<file path="src/rtl/regfile_wb_arbiter.sv">
// -----------------------------------------------------------------------------
// regfile_wb_arbiter
//
// Shares the single write port of the register file between two writeback
// sources: A (ALU result) and B (load/memory result). The two sources are
// arbitrated round-robin over valid/ready handshakes. The granted write is
// presented one cycle later on registered RegWrite/WriteReg/WriteData outputs.
// A per-register busy vector tracks outstanding writes so that the issue
// stage can stall on RAW hazards.
//
// Ports
//   clock, reset              : system clock, synchronous active-high reset
//   mark_valid, mark_reg      : issue stage marks a destination as pending
//   a_valid/a_reg/a_data      : source A request,  a_ready = accepted
//   b_valid/b_reg/b_data      : source B request,  b_ready = accepted
//   RegWrite/WriteReg/WriteData : registered register-file write port
//   busy                      : bit r set while register r has a pending write
//   err                       : sticky protocol error (double mark, or
//                               writeback to an unmarked register)
// -----------------------------------------------------------------------------
module regfile_wb_arbiter #(
    parameter int DATA_WIDTH = 16,
    parameter int ADDR_WIDTH = 3
) (
    input  logic                      clock,
    input  logic                      reset,
    input  logic                      mark_valid,
    input  logic [ADDR_WIDTH-1:0]     mark_reg,
    input  logic                      a_valid,
    input  logic [ADDR_WIDTH-1:0]     a_reg,
    input  logic [DATA_WIDTH-1:0]     a_data,
    output logic                      a_ready,
    input  logic                      b_valid,
    input  logic [ADDR_WIDTH-1:0]     b_reg,
    input  logic [DATA_WIDTH-1:0]     b_data,
    output logic                      b_ready,
    output logic                      RegWrite,
    output logic [ADDR_WIDTH-1:0]     WriteReg,
    output logic [DATA_WIDTH-1:0]     WriteData,
    output logic [2**ADDR_WIDTH-1:0]  busy,
    output logic                      err
);

    localparam int NREGS = 2 ** ADDR_WIDTH;

    typedef enum logic {
        SRC_A = 1'b0,
        SRC_B = 1'b1
    } src_e;

    src_e                  last_grant_q, last_grant_d;
    logic                  reg_write_q,  reg_write_d;
    logic [ADDR_WIDTH-1:0] write_reg_q,  write_reg_d;
    logic [DATA_WIDTH-1:0] write_data_q, write_data_d;
    logic [NREGS-1:0]      busy_q,       busy_d;
    logic                  err_q,        err_d;

    logic                  grant_a;
    logic                  grant_b;
    logic                  xfer;
    logic [ADDR_WIDTH-1:0] sel_reg;
    logic [DATA_WIDTH-1:0] sel_data;
    logic                  clear_hits_mark;

    // On a tie the source that did not win last time is granted; a lone
    // requester is always granted, so at most one ready is ever high.
    always_comb begin
        grant_a  = a_valid && (!b_valid || (last_grant_q == SRC_B));
        grant_b  = b_valid && (!a_valid || (last_grant_q == SRC_A));
        xfer     = grant_a || grant_b;
        sel_reg  = grant_a ? a_reg  : b_reg;
        sel_data = grant_a ? a_data : b_data;
    end

    assign a_ready = grant_a;
    assign b_ready = grant_b;

    always_comb begin
        last_grant_d = last_grant_q;
        write_reg_d  = write_reg_q;
        write_data_d = write_data_q;
        reg_write_d  = xfer;
        if (xfer) begin
            write_reg_d  = sel_reg;
            write_data_d = sel_data;
            last_grant_d = grant_a ? SRC_A : SRC_B;
        end
    end

    // A register being retired on this very edge may be re-marked legally.
    always_comb begin
        clear_hits_mark = reg_write_q && (write_reg_q == mark_reg);
        err_d = err_q
              || (mark_valid && busy_q[mark_reg] && !clear_hits_mark)
              || (xfer && !busy_q[sel_reg]);
    end

    // Per-register scoreboard bit: the set term is OR-ed after the clear so a
    // same-edge set and clear on one register leaves it pending.
    genvar gi;
    generate
        for (gi = 0; gi < NREGS; gi = gi + 1) begin : g_busy
            assign busy_d[gi] = (mark_valid && (mark_reg == ADDR_WIDTH'(gi)))
                             || (busy_q[gi] && !(reg_write_q && (write_reg_q == ADDR_WIDTH'(gi))));
        end
    endgenerate

    always_ff @(posedge clock) begin
        if (reset) begin
            last_grant_q <= SRC_B;
            reg_write_q  <= 1'b0;
            write_reg_q  <= '0;
            write_data_q <= '0;
            busy_q       <= '0;
            err_q        <= 1'b0;
        end else begin
            last_grant_q <= last_grant_d;
            reg_write_q  <= reg_write_d;
            write_reg_q  <= write_reg_d;
            write_data_q <= write_data_d;
            busy_q       <= busy_d;
            err_q        <= err_d;
        end
    end

    assign RegWrite  = reg_write_q;
    assign WriteReg  = write_reg_q;
    assign WriteData = write_data_q;
    assign busy      = busy_q;
    assign err       = err_q;

endmodule

</file>
<file path="config.mk">
export PLATFORM = sky130hd
export DESIGN_NAME = regfile_wb_arbiter
export DESIGN_NICKNAME = d
export VERILOG_FILES = /design/src/rtl/regfile_wb_arbiter.sv
export SDC_FILE = /design/constraint.sdc
export NUM_CORES = 1
export LEC_CHECK = 0
export ABC_AREA = 1
export BUFFER_PORTS_ARGS = -buffer_cell sky130_fd_sc_hd__buf_2
export CORE_MARGIN = 5
export CORE_UTILIZATION = 48
export CTS_CLUSTER_DIAMETER = 60
export DETAILED_ROUTE_END_ITERATION = 7
export GPL_TIMING_DRIVEN = 0
export PLACE_DENSITY_LB_ADDON = 0.15
export SKIP_CTS_REPAIR_TIMING = 1
export SYNTH_ARGS = -nofsm -noshare
export SYNTH_HDL_FRONTEND = slang
export SYNTH_SLANG_ARGS = --single-unit
</file>
<file path="constraint.sdc">
create_clock -name clock -period 3.3 [get_ports clock]
set_clock_uncertainty 0.1 [all_clocks]
set_input_delay 0.66 -clock clock [delete_from_list [all_inputs] [get_ports clock]]
set_output_delay 0.66 -clock clock [all_outputs]
set_load 0.05 [all_outputs]
</file>
# After elaboration in Yosys (flattened, before gate mapping)
# Cells that the tools add are included.
[word_totals]
inputBits = 46
reg_bits = 30
out_inout_bits = 31
[op_classes]
magnitude_cmp = 2
bitwise = 1
n_eq_ne = 15
muxes = 7
reduce_logical = 57
[op_table]
columns = ["operator", "n"]
rows = [
  ["logical AND 1 bit", 30],
  ["== test 3 bit (second input constant)", 8],
  ["two-way mux 16 bit", 1],
  ["logical OR 1 bit", 13],
  ["== test 3 x 2 -> 1 bit (second input constant)", 4],
  ["logical NOT 1 bit", 12],
  ["< comparator 3 x 4 -> 1 bit (second input constant)", 2],
  ["binary-select mux 1 bit (select 3 bit)", 2],
  ["== test 3 x 1 -> 1 bit (second input constant)", 2],
  ["logical NOT 3 bit", 2],
  ["== test 3 bit", 1],
  ["two-way mux 1 bit", 3],
  ["two-way mux 3 bit", 1],
  ["NOT 1 bit", 1],
]

# Longest topological paths before layout
[logic_depth]
depth_word = 9
ltp_mapped = 12

# Least setup slack after synthesis
# OpenSTA, ideal clock, no wires.
[synth_path]
path_kind = "input-to-output"
from = "input port b_valid"
to = "output port a_ready"
n_path_buf = 1
required_ns = 2.540
stages = 4
arrival_time_ns = 1.259
slack_ns = 1.281
path_cell_list = "nand2_1 -> nand2_4 -> inv_2 -> buf_4"
[synth_between]
elab_chain_cells = 3
[synth_lines]
columns = ["element", "line", "rtl"]
rows = [
  ["from (decl)", "33", "input logic b_valid,"],
  ["logical NOT 1 bit", "68", "grant_a = a_valid && (!b_valid || (last_grant_q == SRC_B));"],
  ["logical OR 1 bit", "68", ""],
  ["logical AND 1 bit", "68", ""],
  ["to (decl)", "32", "output logic a_ready,"],
]
# Every way passes these cells.

# Final worst setup path
# Ends and elaborated chain as after synthesis.

==> run metrics <==
outcome=finished, final reports clean; via density per instance=4.91; initial antenna violation count=0; Slew Limit Fails=0; Die Y=66.2 um; # DRC=0; R2R Path Start=last_grant_q; diodes inserted=0; CTS max path bufs=2; TritonRoute pass-1 iters=4; # Max-Cap Violations=0; dominant synthesized flop cell=dfxtp_1; nets@finish=358; total number of vias=1754; CTS HTree Levels=2; Unique masters post-synth=23; CTS tree=yes; Post-synth EDFFs=0; sequential area share after synthesis=39.6%; largest area contributor in the netlist=dfxtp_1; Hold Vio Cnt, Final=0; Netlist Area Pre-Place=1520 um^2; Reg clk slew, reported paths=0.10 ns; CP Capture Type=output pin; Starting Density=49.6%; Die ar.=4380 um^2; post-route design area=2020 um^2; GRT overflow=0; Hold Path Origin=WriteData[12]; P_int=0.624 mW; Syn. warnings=0; 1st-iter DRT viols=153; Net Sw Frac=35.5%; RSZ-0062 raised after global routing=no; required time worst endpoint=2.54 ns; Rel. slew slack=71.6%; FMAX=0.408 GHz; Psw=0.342 mW; r2r worst-path depth=11; Synth area leaders=dfxtp_1 40%, nand2_1 24%, a31oi_1 6.2%; clk sinks=30; first-pass GRT wire length=7090 um; Crit Path Max Fanout=10; worst vdd rail ir drop=288 uV; pwr dens=477 nW/um^2; Row Count=20; vias in the first global route=1690; synth cell count leaders=95 x nand2_1, 30 x dfxtp_1, 21 x inv_1; synthesis-to-finish area growth=33.5%; Synth Instances=230; Die Span X=66.2 um; r2r endpoint=err; Final min period=2.45 ns; WL/cell=11.6 um; CTS root buf=clkbuf_4; Leak=1.06 nW; IO Pins=77; largest net degree at the start of global routing=11; GR Util All Layers=20.8%; Yosys top cell area share=39.6%; layout cell share with drive strength beyond 1=29.4%; DRT antenna net count=0; class of the most critical hold timing path=flop to flop; GPL Wtd Cong=0.944; asr flop ratio synth=0%; critical path startpoint category=input pin; setup TNS=0 ns; core area=3050 um^2; WP data arrival=1.69 ns; latest clock arrival within the worst-skew pair=0.33 ns; fin crit share=74.2%; Placed Area=1950 um^2; clock network fraction of total power=30.2%; dpl hpwl=3280 um; TritonCTS Buffers=5; Final setup violation count=0; Mapped Nets=276; I/O Buffers=75; worst slew pin tran=0.426 ns; most common cell in the synthesized netlist=nand2_1; final wirelength=4140 um; worst hold endpoint=WriteData[12]; hold path depth=2; share of power burned in registers=42.2%; Setup CP Type=input pin to output pin; Avg Inst Size Synth=6.59 um^2; Synth Register Bits=30; flop2flop setup slack=1.84 ns; Comb pwr share=27.6%
cells by family after synthesis:
family	after synthesis	share of synthesized area, %
compound gates	42	15.9
xor+xnor	1	0.578
buf+inv	29	8.67
flops	30	39.6
simple gates	128	35.2
stage by stage:
stage               setup WS, ns  utilization (%)  instances  hold slack (ns)  power [mW]
CTS                        0.843             66.3        357            0.379       0.971
global placement           0.850             63.7        349            0.362       0.681
global route               0.754             66.3        357            0.405        1.02
floorplan                   1.28                -        230            0.370       0.604
finish                     0.851             66.3        357            0.377       0.966
detailed placement         0.856             63.7        349            0.365       0.683
layer usage:
layer	GRT usage, %	routed length, um
met2	35.3	1920
met5	0	0
met3	6.12	405
met1	24.3	1750
met4	8.38	65
registers in the layout, summed over array words and instances, names as in the netlist:
signal        count
RegWrite          1
WriteData        16
WriteReg          3
err               1
last_grant_q      1
busy              8
how the worst max path moves through the flow:
stage	slack (ns)	to	depth (start not counted)	from
after global placement	0.85	b_ready	6	a_valid
final	0.85	a_ready	6	b_valid
after global routing	0.75	b_ready	6	a_valid
after detailed placement	0.86	a_ready	6	b_valid
after floorplan	1.28	a_ready	4	b_valid
after CTS	0.84	a_ready	6	b_valid
cells in the final DEF, fill, tap and decap left out:
| cell | count |
|---|---|
| buf_2 | 76 |
| nand2_1 | 95 |
| nand4_1 | 1 |
| xnor2_1 | 1 |
| dfxtp_1 | 30 |
| inv_1 | 21 |
| a211oi_1 | 1 |
| o31ai_1 | 2 |
| a21oi_1 | 11 |
| nand3b_1 | 3 |
| o21ai_0 | 11 |
| clkbuf_1 | 2 |
| buf_8 | 1 |
| nand2_2 | 1 |
| inv_2 | 1 |
| clkbuf_4 | 5 |
| clkinv_2 | 2 |
| a21boi_0 | 1 |
| buf_4 | 2 |
| nor2_1 | 9 |
| nand2_4 | 2 |
| nand3_1 | 17 |
| a31oi_1 | 15 |
| o211ai_1 | 1 |
| inv_4 | 1 |
| bufinv_16 | 1 |
critical path, cell delays in order:
cell and delay, ns:
buf_2 0.12, nand2_1 0.17, nand2_4 0.11, inv_2 0.15, buf_4 0.19, buf_2 0.27
layout make-up:
cell class	count	area [um^2]
clock inverter	3	40.0
clock buffer	5	37.5
multi-input combinational	171	783
timing repair buffer	75	375
buffer	6	42.5
fill	309	1030
sequential	30	601
inverter	23	88.8
tap	44	55.1
power groups by stage:
stage | combinational [mW] | sequential [mW] | clock [mW]
after global routing | 0.291 | 0.412 | 0.314
after CTS | 0.268 | 0.408 | 0.295
after detailed placement | 0.268 | 0.416 | 0
final | 0.267 | 0.408 | 0.292
after floorplan | 0.101 | 0.503 | 0
after global placement | 0.265 | 0.416 | 0
Power figures use the tool's default switching activity.
